### src/rtl/branch_cond_unit.sv
// Branch condition unit: ALU status register plus a three-stage branch resolver (IDLE/EVAL/RESP).
// Optional taken-branch counter output taken_cnt when BRANCH_CNT_EN is defined.
module branch_cond_unit #(
  parameter int PC_W  = 9,
  parameter int IMM_W = 8
) (
  input  logic             clk,
  input  logic             reset_n,
  input  logic             load_status,
  input  logic [2:0]       Z_in,
  input  logic             br_valid,
  output logic             br_ready,
  input  logic [1:0]       br_op,
  input  logic [2:0]       cond,
  input  logic [IMM_W-1:0] imm,
  input  logic [PC_W-1:0]  pc_cur,
  input  logic [15:0]      rd_val,
  output logic             out_valid,
  input  logic             out_ready,
  output logic             taken,
  output logic [PC_W-1:0]  pc_next,
  output logic             link_we,
  output logic [15:0]      link_val,
`ifdef BRANCH_CNT_EN
  output logic [15:0]      taken_cnt,
`endif
  output logic [2:0]       status_out
);

  typedef enum logic [1:0] {IDLE, EVAL, RESP} state_t;

  localparam logic [1:0] OP_B   = 2'b00;
  localparam logic [1:0] OP_BL  = 2'b01;
  localparam logic [1:0] OP_BX  = 2'b10;

  state_t            state, state_nx;
  logic [2:0]        status;
  logic [1:0]        op_q;
  logic [2:0]        cond_q;
  logic [IMM_W-1:0]  imm_q;
  logic [PC_W-1:0]   pc_q;
  logic [PC_W-1:0]   rd_q;
  logic              taken_q;
  logic [PC_W-1:0]   pc_next_q;
  logic              link_q;
  logic [PC_W-1:0]   link_pc_q;

  logic              cond_true;
  logic [PC_W-1:0]   pc_seq;
  logic [PC_W-1:0]   pc_rel;
  logic              eval_taken;
  logic [PC_W-1:0]   eval_pc;
  logic              eval_link;
  logic              unused_rd_hi;

  assign unused_rd_hi = ^rd_val[15:PC_W];

  // Status bits: [0]=zero, [1]=negative, [2]=overflow.
  always_comb begin
    cond_true = 1'b0;
    case (cond_q)
      3'b000:  cond_true = 1'b1;
      3'b001:  cond_true = status[0];
      3'b010:  cond_true = ~status[0];
      3'b011:  cond_true = status[1] ^ status[2];
      3'b100:  cond_true = (status[1] ^ status[2]) | status[0];
      default: cond_true = 1'b0;
    endcase
  end

  assign pc_seq = pc_q + 1'b1;
  assign pc_rel = pc_seq + PC_W'($signed(imm_q));

  always_comb begin
    eval_taken = 1'b1;
    eval_pc    = rd_q;
    eval_link  = op_q[0];
    case (op_q)
      OP_B: begin
        eval_taken = cond_true;
        eval_pc    = cond_true ? pc_rel : pc_seq;
      end
      OP_BL:   eval_pc = pc_rel;
      default: eval_pc = rd_q;
    endcase
  end

  always_comb begin
    state_nx = state;
    case (state)
      IDLE:    if (br_valid) state_nx = EVAL;
      EVAL:    state_nx = RESP;
      RESP:    if (out_ready) state_nx = IDLE;
      default: state_nx = IDLE;
    endcase
  end

  always_ff @(posedge clk or negedge reset_n) begin
    if (!reset_n) begin
      state     <= IDLE;
      status    <= 3'b000;
      op_q      <= OP_B;
      cond_q    <= 3'b000;
      imm_q     <= '0;
      pc_q      <= '0;
      rd_q      <= '0;
      taken_q   <= 1'b0;
      pc_next_q <= '0;
      link_q    <= 1'b0;
      link_pc_q <= '0;
    end else begin
      state <= state_nx;
      if (load_status) status <= Z_in;
      if (state == IDLE && br_valid) begin
        op_q   <= br_op;
        cond_q <= cond;
        imm_q  <= imm;
        pc_q   <= pc_cur;
        rd_q   <= rd_val[PC_W-1:0];
      end
      if (state == EVAL) begin
        taken_q   <= eval_taken;
        pc_next_q <= eval_pc;
        link_q    <= eval_link;
        link_pc_q <= pc_seq;
      end
    end
  end

`ifdef BRANCH_CNT_EN
  logic [15:0] cnt_q;
  always_ff @(posedge clk or negedge reset_n) begin
    if (!reset_n)
      cnt_q <= 16'h0000;
    else if (state == RESP && out_ready && taken_q && cnt_q != 16'hFFFF)
      cnt_q <= cnt_q + 16'h0001;
  end
  assign taken_cnt = cnt_q;
`endif

  assign br_ready   = (state == IDLE);
  assign out_valid  = (state == RESP);
  assign taken      = taken_q;
  assign pc_next    = pc_next_q;
  assign link_we    = link_q & out_valid;
  assign link_val   = 16'(link_pc_q);
  assign status_out = status;

endmodule

### config.mk
export PLATFORM = sky130hd
export DESIGN_NAME = branch_cond_unit
export DESIGN_NICKNAME = d
export VERILOG_FILES = /design/src/rtl/branch_cond_unit.sv
export SDC_FILE = /design/constraint.sdc
export NUM_CORES = 1
export LEC_CHECK = 0
export CELL_PAD_IN_SITES_DETAIL_PLACEMENT = 1
export CELL_PAD_IN_SITES_GLOBAL_PLACEMENT = 1
export CORE_ASPECT_RATIO = 2
export CORE_MARGIN = 4
export CORE_UTILIZATION = 40
export DETAILED_ROUTE_END_ITERATION = 12
export PLACE_DENSITY_LB_ADDON = 0.3
export REMOVE_ABC_BUFFERS = 1
export SLEW_MARGIN = 20
export SYNTH_ARGS = -nofsm -noshare
export SYNTH_HDL_FRONTEND = slang
export SYNTH_SLANG_ARGS = --single-unit
### constraint.sdc
create_clock -name clk -period 4.35 [get_ports clk]
set_input_delay 0.6525 -clock clk [delete_from_list [all_inputs] [get_ports clk]]
set_output_delay 0.6525 -clock clk [all_outputs]
set_load 0.02 [all_outputs]
==> flow_summary.yaml, run 1 <==
global_routing:
  grt_max_degree: 57
  grt_pass1_wl_um: 10610
  track_usage_pct: 16.58
  grt_pass1_vias: 2176
  grt_overflow: 0
  antenna_found_initial: 0
sta:
  layout_setup_ws_ps: 1440
  setup_viol: 0
  tns_ps: 0
  rsz0062_at_grt: "false"
  slew_viol_final: 0
  tightest_slew_ps: 699.0
  relSlewSlack_pct: 53.40
  fmax_ghz: 0.3436
  fin_skew_ps: 6.900
  period_needed_ps: 2910
  period_share_pct: 66.90
  finalHoldViolCount: 0
detailed_routing:
  routed_wl_um: 6459
  drtIter0Drc: 86
  dr.pass1.iters: 3
  wl_met1_um: 2380
  antenna_left: 0
  vias: 2046
  dr_wl_met3_um: 219
  drc: 0
  routed.top_layer: "met4"
  wl_met2_um: 3682
  via_per_inst: 5.128
  wl_per_cell_um: 16.19
yosys:
  synthCells: 247
  synth_common_cells: "dfrtp_1, mux2_2, nand2_1"
  netlist_area_sq_um: 2818
  ys_ff_latch: 56
  yosysTopAreaCell: "dfrtp_1"
  synth_cell_types: 37
  async_reset_ff_share_pct: 100.0
  ys_top_cells_by_area: "dfrtp_1, mux2_2, ha_1"
  synth-edff-count: 0
  yosysWarnings: 0
  avgSynthCellArea_sq_um: 11.41
  synth.most_common_cell: "dfrtp_1"
  synth-seq-area-share_pct: 49.73
  synth_top_area_share_pct: 49.73
  synthFlopType: "dfrtp_1"
layout:
  nets: 364
  regArea_sq_um: 1401
  num_antenna_cells: 0
  syn2layout_area_growth_pct: 29.31
  multi_input_area_sq_um: 1313
  fillCellCount: 785
  layout-drive-gt1-share_pct: 18.45
worst_setup_path:
  crit_start: "pc_q[0]$_DFFE_PN0P_"
  worstSetupStartpointType: "flip-flop"
  worstSetupEndpointType: "flip-flop"
  cp_max_fo: 6
  critPathKind: "reg2reg"
  worst_ep_arrival_time_ps: 3080
  ff2ff_path_depth: 11
  ff2ff_setup_slack_ps: 1440
  crit_required_ps: 4520
  r2r-start: "pc_q[0]$_DFFE_PN0P_"
  rr_endpoint: "pc_next[8]$_DFFE_PN0N_"
outcome:
  outcome: "complete, no violations"
clock_network:
  cts-hold-fix-buffers: 0
  post_cts_buffers: 0
  clock_latency_ps: 300
  htreeDepth: 2
  cts_buffers: 5
  cts_resized: 0
  cts_tree: "yes"
  clockBufferDepth: 2
  clkTransAtPathRegs_ps: 70
  cts-root-buf: "clkbuf_16"
  cts_num_sinks: 56
pwr:
  peakVddDrop_v: 0.0003678
  power_leakage_nw: 1.542
  power_density_nw_per_um2: 849.2
  power_mw: 3.094
floorplanning:
  placementRows: 43
  die_area_sq_um: 8532
  start_util_pct: 40.92
  die_y_um: 126.7
  num_io_pins: 78
  die_w_um: 67.35
  coreArea_sq_um: 6887
placement:
  io_buffers: 63
  dpl_worst_slack_ps: 1407
  routabilityCongestion: 0.7451
  hpwl_um: 4853
run:
  cap_violations: 0
worst_hold_path:
  hold_path_class: "in2async"
## worst max-delay path, cell delays in order (launching register included)
cell and delay (ps):
dfrtp_1 470, ha_1 260, nand2_1 80, nor2_1 160
xor2_1 280, ha_1 320, o21ai_0 250, or2b_2 320
o311ai_0 100, nand4_1 190, xnor2_1 240, o221ai_2 110
## layout by cell type, fill, tap and decap left out, types with 2 or more instances in the layout
cell type,count
mux2i_1,5
clkdlybuf4s50_1,62
a21o_1,2
ha_1,9
nor3_1,2
buf_4,3
conb_1,7
o21ai_0,15
nor2_1,10
o221ai_1,6
a21oi_1,11
nand3_1,7
xor2_1,6
inv_1,5
and2_1,2
nand2b_1,2
xnor2_1,8
nand2_1,28
clkbuf_16,5
dfrtp_1,56
mux2_2,39
## registers in the layout (all words and copies together) (netlist names)
signal,flops
link_pc_q,9
pc_next,9
pc_q,9
rd_q,9
imm_q,8
cond_q,3
status_out,3
op_q,2
state,2
link_q,1
taken,1
## logic make-up (layout without fill, tap and decap cells)
| kind of cell | Yosys count | after routing | synth area share [%] |
|---|---|---|---|
| xor+xnor | 14 | 14 | 4.352 |
| simple gates | 55 | 55 | 8.570 |
| compound gates | 44 | 44 | 10.66 |
| fa+ha+maj | 10 | 10 | 4.707 |
| mux | 44 | 44 | 17.36 |
| other cells | 1 | 7 | 0.1331 |
| buf+inv | 23 | 79 | 4.485 |
| flops | 56 | 56 | 49.73 |
## area by class of cell
cell class	instances	share of cell area (%)
flip-flops and latches	56	38.46
clock buffers	7	3.915
inverters	5	0.5151
well taps	90	3.091
clock inverters	1	0.2060
repair buffers	66	17.79
multi-input cells	174	36.02
## layer usage
| metal | track usage (%) | up-vias |
|---|---|---|
| li1 | - | 970 |
| met1 | 17.89 | 1023 |
| met2 | 30.10 | 41 |
| met3 | 2.923 | 12 |
| met4 | 7.416 | 0 |
| met5 | 0 | - |
## how the worst max path moves through the flow
stage / to / slack, ps / cells past startpoint
after floorplan: pc_next[8]$_DFFE_PN0N_ / 1880 / 11
after global placement: pc_next[8]$_DFFE_PN0N_ / 1570 / 11
after global routing: pc_next[8]$_DFFE_PN0N_ / 1210 / 11
after CTS: pc_next[8]$_DFFE_PN0N_ / 1390 / 11
after detailed placement: pc_next[8]$_DFFE_PN0N_ / 1410 / 11
final: pc_next[8]$_DFFE_PN0N_ / 1440 / 11
## where the power goes
part	internal (mW)	leakage (nW)	total [mW]	switching, mW
Combinational	0.840	0.807	1.72	0.882
Sequential	0.772	0.665	0.962	0.191
Clock	0.230	0.0701	0.410	0.180
Total	1.84	1.54	3.09	1.25
## stage by stage
stage | util (%) | hold slack [ps] | instance area [sq um] | instances
global route | 52.91 | 514.3 | 3643 | 399
floorplan | - | 356.9 | 2733 | 235
CTS | 52.91 | 482.5 | 3643 | 399
finish | 52.91 | 473.4 | 3643 | 399
global placement | 50.73 | 459.6 | 3493 | 391
detailed placement | 50.73 | 466.1 | 3493 | 391
Power figures use the tool's default switching activity.
==> run 2, diff against run 1 <==
--- a/config.mk
+++ b/config.mk
@@ -9,7 +9,7 @@
 export CELL_PAD_IN_SITES_GLOBAL_PLACEMENT = 1
 export CORE_ASPECT_RATIO = 2
 export CORE_MARGIN = 4
-export CORE_UTILIZATION = 40
+export CORE_UTILIZATION = 34
 export DETAILED_ROUTE_END_ITERATION = 12
 export PLACE_DENSITY_LB_ADDON = 0.3
 export REMOVE_ABC_BUFFERS = 1
==> constraint.sdc (replaced) <==
create_clock -name clk -period 2.6 [get_ports clk]
set_input_delay 0.39 -clock clk [delete_from_list [all_inputs] [get_ports clk]]
set_output_delay 0.39 -clock clk [all_outputs]
set_load 0.02 [all_outputs]
==> flow_summary.yaml, run 2 (synthesis results as in run 1) <==
sta:
  period_needed_ps: 2519
  finalHoldViolCount: 0
  hold_ws_ps: 144.4
  tightest_slew_ps: 699.4
  slew_viol_final: 0
  tns_ps: 0
  setup_viol: 0
  layout_setup_ws_ps: 80.67
  fmax_ghz: 0.3969
  fin_skew_ps: 3.097
  period_share_pct: 96.90
  relSlewSlack_pct: 53.37
outcome:
  outcome: "complete, no violations"
layout:
  syn2layout_area_growth_pct: 36.86
  multi_input_area_sq_um: 1385
  num_antenna_cells: 0
  final_cell_mix: "clkdlybuf4s50_1, dfrtp_1, mux2_2"
  regArea_sq_um: 1404
  layout-drive-gt1-share_pct: 26.77
  nets: 381
  fillCellCount: 879
  instances_no_fill: 421
  fin_area_sq_um: 3856
  mostFrequentLayoutCell: "clkdlybuf4s50_1"
  fin_util_pct: 48.20
pwr:
  power_density_nw_per_um2: 1473
  power_leakage_nw: 1.645
  p_comb_share_pct: 59.1
  peakVddDrop_v: 0.0006065
  power_mw: 5.680
  power_frac_clock_pct: 12.2
  p_int_mw: 3.416
  seq_power_share_pct: 28.8
  switchingPower_mw: 2.264
  sw_frac_of_total_pct: 39.86
global_routing:
  grt_pass1_vias: 2280
  track_usage_pct: 14.87
  antenna_found_initial: 0
  grt_pass1_wl_um: 11250
  grt_max_degree: 36
  grt_overflow: 0
placement:
  routabilityCongestion: 0.8130
  io_buffers: 63
  placed_area_sq_um: 3621
  dp_cells: 413
  dpl_worst_slack_ps: -83.28
  hpwl_um: 5362
worst_setup_path:
  crit_required_ps: 2760
  cp_max_fo: 4
  worstSetupEndpointType: "flip-flop"
  worstSetupStartpointType: "flip-flop"
  path_cells: "ha_4, nand2_1, nor2_2, xor2_1, ha_1, o21ai_2, or2b_2, o311ai_1, nand4_1, xnor2_1, o221ai_2"
  cpPeakStageDelay_ps: 410
  critPathKind: "reg2reg"
  worst_ep_arrival_time_ps: 2680
  crit_slowest_cell: "dfrtp_2"
clock_network:
  clock_latency_ps: 290
  htreeDepth: 2
  cts_tree: "yes"
  clockBufferDepth: 2
  cts-root-buf: "clkbuf_16"
  cts_num_sinks: 56
  cts_buffers: 5
  clkTransAtPathRegs_ps: 60
  cts-hold-fix-buffers: 0
run:
  cap_violations: 0
detailed_routing:
  dr.pass1.iters: 4
  via_per_inst: 4.988
  vias: 2100
  drc: 0
  drtIter0Drc: 89
  antenna_left: 0
  wl_per_cell_um: 16.85
  routed_wl_um: 7095
floorplanning:
  die_w_um: 72.37
  coreArea_sq_um: 8000
  num_io_pins: 78
  die_area_sq_um: 9896
  placementRows: 46
  die_y_um: 136.7
  start_util_pct: 35.22
worst_hold_path:
  hold_path_class: "in2async"
-- run 2: cell count changes in the layout (fill, tap and decap cells not counted), moves of 2 or more --
cell / change
o21ai_2: +2
dfrtp_1: -2
xnor2_2: +2
dfrtp_2: +2
nor2_1: -2
ha_4: +2
ha_1: -2
xnor2_1: -2
buf_4: +17
-- run 2: routing by layer --
metal	vias up	wire [um]	track usage [%]
li1	1005	-	-
met2	43	4199	29.80
met3	11	251	2.279
met1	1041	2474	14.62
met5	-	0	0
met4	0	170	5.544
-- run 2: layout make-up --
class	count	share of cell area [%]
Sequential cell	56	36.41
Multi-Input combinational cell	174	35.92
Timing Repair Buffer	83	20.12
Clock buffer	7	3.958
Tap cell	96	3.115
Inverter	5	0.4867
-- run 2: what timing repair did --
item / in CTS / in global routing
endpoints found under the hold margin: 0 / 0
pin swaps: 1 / 4
buffers inserted: 1 / 0
setup endpoints to repair: 1 / 1
gates resized for setup: 2 / 15
-- run 2: critical path, delay by kind of cell, from the launching register on --
| kind | cells | cell delay (ps) |
|---|---|---|
| and+or+nand+nor | 4 | 730 |
| adders and majority gates | 2 | 440 |
| xor gates and xnor gates | 2 | 440 |
| DFF | 1 | 410 |
| AOI/OAI and AO/OA | 3 | 370 |
-- run 2: path summary, 6_finish.rpt --
path                            depth (start not counted)  slack, ps                startpoint                        to
worst min-delay path                                    1        140                   reset_n       pc_q[8]$_DFFE_PN0P_
worst max register to register                         11         80       pc_q[1]$_DFFE_PN0P_    pc_next[8]$_DFFE_PN0N_
worst min register to register                          2        480  link_pc_q[8]$_DFFE_PN0N_  link_pc_q[8]$_DFFE_PN0N_
max in group asynchronous                               2       1760                   reset_n       pc_q[0]$_DFFE_PN0P_
min in group clk                                        2        480  link_pc_q[8]$_DFFE_PN0N_  link_pc_q[8]$_DFFE_PN0N_
worst max-delay path                                   11         80       pc_q[1]$_DFFE_PN0P_    pc_next[8]$_DFFE_PN0N_
-- run 2: power groups by stage --
stage / sequential (mW) / combinational [mW] / clock (mW)
6_report: 1.63 / 3.35 / 0.691
3_5_place_dp: 1.63 / 3.24 / 0
3_3_place_gp: 1.61 / 3.14 / 0
4_1_cts: 1.62 / 3.29 / 0.722
2_1_floorplan: 1.72 / 1.88 / 0
5_1_grt: 1.70 / 3.67 / 0.752
==> run 3, diff against run 2 <==
--- a/config.mk
+++ b/config.mk
@@ -13,7 +13,6 @@
 export DETAILED_ROUTE_END_ITERATION = 12
 export PLACE_DENSITY_LB_ADDON = 0.3
 export REMOVE_ABC_BUFFERS = 1
-export SLEW_MARGIN = 20
 export SYNTH_ARGS = -nofsm -noshare
 export SYNTH_HDL_FRONTEND = slang
 export SYNTH_SLANG_ARGS = --single-unit
==> results of run 3 <==
No change in the layout: final DEF, timing and power equal those of run 2.
